File: config.mk
export PLATFORM = sky130hd
export DESIGN_NAME = imem_fetch_bridge
export DESIGN_NICKNAME = d
export VERILOG_FILES = /design/src/rtl/imem_fetch_bridge.sv
export SDC_FILE = /design/constraint.sdc
export NUM_CORES = 1
export LEC_CHECK = 0
export ABC_AREA = 1
export ABC_CLOCK_PERIOD_IN_PS = 2060
export BUFFER_PORTS_ARGS = -buffer_cell sky130_fd_sc_hd__buf_4
export CORE_MARGIN = 8
export CORE_UTILIZATION = 50
export CTS_CLUSTER_SIZE = 25
export DETAILED_ROUTE_END_ITERATION = 8
export PLACE_DENSITY = 0.73
export SYNTH_ARGS = -nofsm -noshare
export SYNTH_HDL_FRONTEND = slang
export SYNTH_SLANG_ARGS = --single-unit
File: constraint.sdc
create_clock -name i_clk -period 2.06 [get_ports i_clk]
set_input_delay 0 -clock i_clk [delete_from_list [all_inputs] [get_ports i_clk]]
set_output_delay 0 -clock i_clk [all_outputs]
set_load 0.005 [all_outputs]
File: src/rtl/imem_fetch_bridge.sv
// imem_fetch_bridge: serves the fetch stage's single-outstanding instruction
// request by reading each instruction as two bus-width halves (low half at the
// even word address, then high half) over a Wishbone-style classic read bus.
// Bus errors are retried a bounded number of times per half; exhausting the
// retries completes the request with a NOP (all zeros) and sets a sticky fault.
module imem_fetch_bridge #(
  parameter int                RW        = 16,
  parameter int                I_SIZE    = 32,
  parameter int                BUS_DW    = 16,
  parameter int                BUS_AW    = 24,
  parameter logic [BUS_AW-1:0] IMEM_BASE = '0,
  parameter int                MAX_RETRY = 3
) (
  input  logic              i_clk,
  input  logic              i_rst,
  input  logic [RW-1:0]     i_req_addr,
  input  logic              i_req_active,
  output logic [I_SIZE-1:0] o_req_data,
  output logic              o_req_data_valid,
  output logic              o_bus_cyc,
  output logic              o_bus_stb,
  output logic [BUS_AW-1:0] o_bus_adr,
  input  logic [BUS_DW-1:0] i_bus_data,
  input  logic              i_bus_ack,
  input  logic              i_bus_err,
  output logic              o_fault
);

  typedef enum logic [1:0] {IDLE, RD_LO, RD_HI, RESP} state_t;

  localparam logic [3:0] RETRY_LIMIT = 4'(MAX_RETRY);

  state_t            state, state_next;
  logic              cyc_next, stb_next;
  logic [BUS_AW-1:0] adr_next;
  logic [BUS_DW-1:0] lo_half, lo_half_next;
  logic [I_SIZE-1:0] data_next;
  logic              valid_next, fault_next;
  logic [3:0]        retry, retry_next;
  logic [BUS_AW-1:0] base_adr;

  // Each instruction occupies two bus words, so the instruction index is doubled.
  assign base_adr = IMEM_BASE + BUS_AW'({i_req_addr, 1'b0});

  // State and registered outputs; everything is loaded from the next-state logic.
  always_ff @(posedge i_clk) begin
    if (i_rst) begin
      state            <= IDLE;
      o_bus_cyc        <= 1'b0;
      o_bus_stb        <= 1'b0;
      o_bus_adr        <= '0;
      lo_half          <= '0;
      o_req_data       <= '0;
      o_req_data_valid <= 1'b0;
      o_fault          <= 1'b0;
      retry            <= '0;
    end else begin
      state            <= state_next;
      o_bus_cyc        <= cyc_next;
      o_bus_stb        <= stb_next;
      o_bus_adr        <= adr_next;
      lo_half          <= lo_half_next;
      o_req_data       <= data_next;
      o_req_data_valid <= valid_next;
      o_fault          <= fault_next;
      retry            <= retry_next;
    end
  end

  // Next-state and next-output logic; a low stb while in a read state marks the
  // one-cycle gap after a bus error, after which the same half is re-strobed.
  always_comb begin
    state_next   = state;
    cyc_next     = o_bus_cyc;
    stb_next     = o_bus_stb;
    adr_next     = o_bus_adr;
    lo_half_next = lo_half;
    data_next    = o_req_data;
    valid_next   = 1'b0;
    fault_next   = o_fault;
    retry_next   = retry;

    case (state)
      IDLE: begin
        cyc_next = 1'b0;
        stb_next = 1'b0;
        if (i_req_active) begin
          adr_next   = base_adr;
          cyc_next   = 1'b1;
          stb_next   = 1'b1;
          retry_next = '0;
          state_next = RD_LO;
        end
      end

      RD_LO, RD_HI: begin
        if (!o_bus_stb) begin
          stb_next = 1'b1;
        end else if (i_bus_err) begin
          if (retry == RETRY_LIMIT) begin
            fault_next = 1'b1;
            data_next  = '0;
            cyc_next   = 1'b0;
            stb_next   = 1'b0;
            valid_next = 1'b1;
            state_next = RESP;
          end else begin
            retry_next = retry + 4'd1;
            stb_next   = 1'b0;
          end
        end else if (i_bus_ack) begin
          if (state == RD_LO) begin
            lo_half_next = i_bus_data;
            adr_next     = o_bus_adr + BUS_AW'(1);
            retry_next   = '0;
            state_next   = RD_HI;
          end else begin
            data_next  = {i_bus_data, lo_half};
            cyc_next   = 1'b0;
            stb_next   = 1'b0;
            valid_next = 1'b1;
            state_next = RESP;
          end
        end
      end

      RESP: begin
        state_next = IDLE;
      end

      default: begin
        state_next = IDLE;
      end
    endcase
  end

endmodule

==> metrics.yaml, run 1 <==
relSlewSlack: 0.622
yosysTopAreaCell: "dfxtp_1"
skew_ns: 0.00778
yosys-top-cells-area: "dfxtp_1 (42%), nand2_1 (17%), nor2_1 (8.2%), a21oi_1 (7.2%), o21ai_0 (3.8%)"
drv_slew: 0
leakagePower_nw: 2.21
clock_latency_ns: 0.36
antenna_left: 0
drv_cap: 0
grt_max_degree: 51
fmax_mhz: 537
vias: 4072
fp.dieW_um: 104
ys_ff_latch: 82
core_mm2: 0.00765
final-setup-viol-count: 0
final_common_cell: "nand2_1"
die_area_mm2: 0.0109
overflow: 0
initialDrtViolationCount: 167
area_growth_syn_to_layout_pct: 31.5
hold_viol: 0
grt.total_usage: 0.205
totalWireLength_mm: 11.1
hold_depth: 5
initial_core_util: 0.510
antenna_cells: 0
cp_max_fo: 21
synth_area_per_cell_um2: 6.79
clockBufferDepth: 2
firstDrtPassIters: 5
rsz0062_at_grt: "no"
path_clk_slew_ns: 0.08
mostFrequentLayoutCells: "nand2_1 (176), buf_4 (102), nor2_1 (85), dfxtp_1 (82), a21oi_1 (56)"
dp_hpwl_mm: 7.91
status: "finished, final reports clean"
cts_num_sinks: 82
total_power_mw: 5.34
fin_nets: 733
vdd_drop_max_v: 0.000722
critPathArrivalTime_ns: 2.12
syn_area_mm2: 0.00390
synthCells: 575
drt-vias-per-instance: 5.12
grt_pass1_vias: 3906
post-cts-setup-buffers: 0
drive_gt1_frac: 0.206
cts-buffers-inserted: 9
portBuffers: 96
r2r_start: "state[0]"
ys_seq_area_frac: 0.421
p_per_area_mw_per_mm2: 1040
worst_slew_pin_slew_ns: 0.567
die_h_um: 104
grt_pass1_wl_mm: 18.7
wire_per_inst_um: 14.0
critPathKind: "flop to flop"
cts_tree: "done"
required_ns: 2.31
finalCritPeriodShare: 0.903
min_from: "i_req_addr[7]"
fin_setup_tns_ns: 0
rr_worst_depth: 9
synth_top_area_frac: 0.421
drc: 0
hp-class: "input pin to flop"
num_rows: 32
ys_warn_count: 0
cp-end-kind: "flop"
place.gp.congestion: 0.912
h-tree-depth: 3
start_kind: "flop"
ff2ff_setup_slack_ns: 0.20
grt_antenna_before_repair: 0
ios: 97
cts-root-buf: "clkbuf_8"
final_util: 0.671
ys_types: 33
cp-startpoint: "state[0]"
fin_crit_ns: 1.86
hold-path-endpoint: "o_bus_adr[8]"
reg2reg_to: "o_bus_adr[17]"
synth_fp_nets: 619
==> cells by family (layout without fill, tap and decap cells) <==
kind of cell | after synthesis | after routing | share of synthesized area
AND/OR/NAND/NOR | 315 | 315 | 0.335
buffers and inverters | 68 | 187 | 0.0766
AO/OA/AOI/OAI | 97 | 97 | 0.132
adder cells (fa/ha/maj) | 7 | 7 | 0.0224
flip-flops | 82 | 82 | 0.421
XOR/XNOR | 6 | 6 | 0.0135
==> per-stage QoR <==
| stage | cells | hold WS, ns | instance area (um2) | setup WS (ns) |
|---|---|---|---|---|
| global placement | 757 | 0.233 | 4690 | 0.200 |
| global route | 796 | 0.0110 | 5130 | 0.0175 |
| floorplan | 575 | 0.135 | 3900 | 0.412 |
| CTS | 796 | 0.000528 | 5130 | 0.112 |
| finish | 796 | 0.0102 | 5130 | 0.199 |
| detailed placement | 757 | 0.238 | 4690 | 0.140 |
==> how the worst max path moves through the flow <==
stage                               end  slack, ns  depth (start not counted)
after floorplan           o_bus_adr[12]       0.41                          8
after global placement    o_bus_adr[17]       0.20                         10
after detailed placement  o_bus_adr[17]       0.14                         11
after CTS                 o_bus_adr[17]       0.11                         11
after global routing           retry[3]       0.02                          9
final                     o_bus_adr[17]       0.20                          9
==> synthesized netlist by cell type <==
cell and count:
a21oi_1 56, a21oi_2 1, a21oi_4 1, and2_1 1
buf_1 1, buf_2 5, buf_4 2, buf_6 4
clkbuf_1 11, dfxtp_1 82, ha_1 7, inv_1 39
inv_2 6, nand2_1 176, nand2_2 1, nand2_4 2
nand3_1 25, nand3_2 3, nand4_1 6, nor2_1 85
nor2_2 4, nor2_4 1, nor3_1 6, nor3b_1 1
nor4_1 1, o211ai_1 3, o21a_1 1, o21ai_0 30
o21ai_1 3, o21ai_2 1, o21bai_1 1, or2_2 3
xor2_1 6
==> metal layers <==
layer  part of all wire  vias up  GRT usage
met5                  0        -          0
met4              0.014        0     0.0734
met3              0.069       15     0.0607
met2               0.48      116      0.338
met1               0.44     1877      0.245
li1                   -     2064          -
==> worst max-delay path: stages, from the launching register on <==
cell and delay [ns]:
dfxtp_1 0.40, inv_1 0.10, ha_2 0.44, nand2_1 0.12, nand2_4 0.08, clkinv_2 0.27
nand3_1 0.19, nand2_1 0.07, nand2_1 0.05, nor2_1 0.04
==> layout make-up <==
cell class / instances / area, um2
fill: 689 / 2510
multi-input combinational: 425 / 1970
sequential: 82 / 1640
timing repair buffer: 126 / 1020
inverter: 45 / 170
clock buffer: 10 / 138
tap: 102 / 128
clock inverter: 6 / 73.8
==> registers in the layout, summed over array words and instances, names as in the netlist <==
name	flops
o_req_data	32
o_bus_adr	24
lo_half	16
retry	4
state	2
o_bus_cyc	1
o_bus_stb	1
o_fault	1
o_req_data_valid	1
==> report_power, final <==
group | internal, mW | switching (mW) | total (mW)
logic | 0.808 | 1.18 | 1.99
registers | 1.82 | 0.303 | 2.12
clock network | 0.608 | 0.616 | 1.22
total | 3.24 | 2.10 | 5.34
==> repair_timing <==
item,CTS,global route
hold buffers,23,0
resized for setup,0,2
setup endpoints to repair,0,25
endpoints found under the hold margin,41,0
Power figures use the tool's default switching activity.
==> run 2, diff against run 1 <==
Settings changed: ABC_CLOCK_PERIOD_IN_PS 2060 to 2400, GPL_TIMING_DRIVEN set to 0, HOLD_SLACK_MARGIN set to 0.03.
Clock period 2.06 ns to 2.4 ns, I/O delays scaled along.
==> metrics.yaml, run 2 (same netlist as run 1, synthesis figures left out) <==
status: "finished, final reports clean"
ios: 97  # unchanged
fp.dieW_um: 104  # unchanged
wl_met1_mm: 5.09  # +3.9%
power.internal_mw: 2.90  # -10%
skew_ns: 0.0113  # +0.00350 ns
grt.total_usage: 0.216  # +0.0108
initialDrtViolationCount: 216  # +29%
fin_crit_ns: 2.10  # +0.244 ns
p_per_area_mw_per_mm2: 914  # -12%
fin_cells: 819  # +2.9%
multiInputGateArea_mm2: 0.00196  # -0.13%
grt_max_degree: 17  # -67%
path_clk_slew_ns: 0.09  # about the same
finalCritPeriodShare: 0.877  # -0.0263
fillers: 677  # -1.7%
clock_power_share: 0.243  # +0.014
grt_pass1_wl_mm: 19.5  # +4.6%
clock_latency_ns: 0.36  # about the same
totalWireLength_mm: 12.1  # +8.9%
firstDrtPassIters: 4  # -1
total_power_mw: 4.82  # -9.7%
p_comb_frac: 0.379  # +0.006
drv_cap: 0  # unchanged
post-cts-setup-buffers: 0  # unchanged
cp-end-kind: "flop"
cts-buffers-inserted: 9  # unchanged
cts-root-buf: "clkbuf_8"
grt_antenna_before_repair: 1  # +1
drv_slew: 0  # unchanged
fin_ws_ns: 0.295  # +0.0960 ns
top_regs: "o_req_data: 32 flops, o_bus_adr: 24 flops, lo_half: 16 flops"
final_util: 0.690  # +0.0190
start_kind: "flop"
cp_max_fo: 10  # -52%
die_area_mm2: 0.0109  # unchanged
rsz0062_at_grt: "no"
worst_slew_pin_slew_ns: 0.580  # +0.0130 ns
antenna_left: 0  # unchanged
power.switching_mw: 1.92  # -8.5%
pwr-share-seq: 0.378  # -0.020
highest-signal-layer: "met4"
dp_hpwl_mm: 8.84  # +12%
met2_length_mm: 5.85  # +11%
vias: 4232  # +3.9%
leakagePower_nw: 2.28  # +3.0%
hold_viol: 0  # unchanged
wire_per_inst_um: 14.8  # +5.9%
fmax_mhz: 475  # -12%
die_h_um: 104  # unchanged
cts_resized: 0  # unchanged
area_growth_syn_to_layout_pct: 35.2
netSwitchingFraction: 0.399  # +0.00520
clockBufferDepth: 2  # unchanged
drive_gt1_frac: 0.203  # -0.00354
relSlewSlack: 0.613  # -0.00869
largest_reg_flops: 32  # unchanged
h-tree-depth: 3  # unchanged
hp-class: "input pin to flop"
pre_cts_ws_ns: 0.306  # +0.167 ns
num_rows: 32  # unchanged
core_mm2: 0.00765  # unchanged
final-setup-viol-count: 0  # unchanged
fin_nets: 755  # +3.0%
critPathKind: "flop to flop"
initial_core_util: 0.510  # unchanged
met3_length_um: 957  # +24%
cts_num_sinks: 82  # unchanged
fin_setup_tns_ns: 0  # unchanged
grt_pass1_vias: 4119  # +5.5%
critPathArrivalTime_ns: 2.39  # +0.27 ns
largest_register: "o_req_data"
portBuffers: 95  # -1.0%
mostFrequentLayoutCells: "nand2_1 (176), buf_4 (97), nor2_1 (85), dfxtp_1 (82), a21oi_1 (56)"
final_common_cell: "nand2_1"
place.gp.congestion: 0.912  # unchanged
place_inst: 772  # +2.0%
regArea_mm2: 0.00164  # unchanged
drt-vias-per-instance: 5.17  # +1.0%
cts_tree: "done"
drc: 0  # unchanged
required_ns: 2.69  # +0.38 ns
vdd_drop_max_v: 0.000564  # -22%
overflow: 0  # unchanged
## run 2: cell types whose count changed in the layout (fill, tap and decap cells not counted), sizes merged
cell	before	now
clkbuf	10	20
clkinvlp	2	0
dlygate4sd3	23	30
buf	103	107
clkinv	2	1
bufinv	1	2
diode	0	1
inv	46	49
## run 2: worst paths after layout
path | startpoint | end | slack, ns | depth (start not counted)
worst max-delay path | state[0] | o_bus_adr[14] | 0.30 | 9
worst min-delay path | i_req_addr[4] | o_bus_adr[5] | 0.04 | 5
worst max register to register | state[0] | o_bus_adr[14] | 0.30 | 9
worst min register to register | lo_half[9] | o_req_data[9] | 0.46 | 2
## run 2: critical path, cell delays in order, from the launching register on
cell and delay [ns]:
dfxtp_1 0.40, inv_1 0.10, ha_1 0.32, buf_2 0.20, inv_2 0.16, clkbuf_1 0.47, nand2_1 0.12, o21ai_0 0.10
nand2_1 0.06, a21oi_1 0.11
## run 2: area by class of cell
cell class | instances | share of cell area
diodes | 1 | 0.000474
repair buffers | 125 | 0.192
flip-flops and latches | 82 | 0.311
plain buffers | 23 | 0.0247
multi-input cells | 425 | 0.372
clock inverters | 7 | 0.0202
well taps | 102 | 0.0242
clock buffers | 9 | 0.0235
inverters | 45 | 0.0320
## run 2: power groups by stage
stage / clock network [mW] / logic (mW) / registers, mW
after global routing: 1.24 / 2.02 / 1.85
after global placement: 0 / 1.73 / 1.84
after CTS: 1.18 / 1.82 / 1.81
final: 1.17 / 1.83 / 1.82
after detailed placement: 0 / 1.76 / 1.84
after floorplan: 0 / 1.10 / 1.80
## run 2: what timing repair did
item / in CTS / in global routing
hold buffers: 30 / 0
setup endpoints to repair: 0 / 0
hold endpoints to repair: 47 / 0
## run 2: stage by stage
stage	hold WS [ns]	area [um2]
detailed placement	0.238	4740
finish	0.0403	5280
CTS	0.0303	5280
global placement	0.238	4740
global route	0.0313	5280
floorplan	0.135	3900
## run 2: layer usage
layer,up-vias,track usage
li1,2103,-
met1,1950,0.248
met5,-,0
met4,0,0.0796
met3,19,0.0613
met2,160,0.370
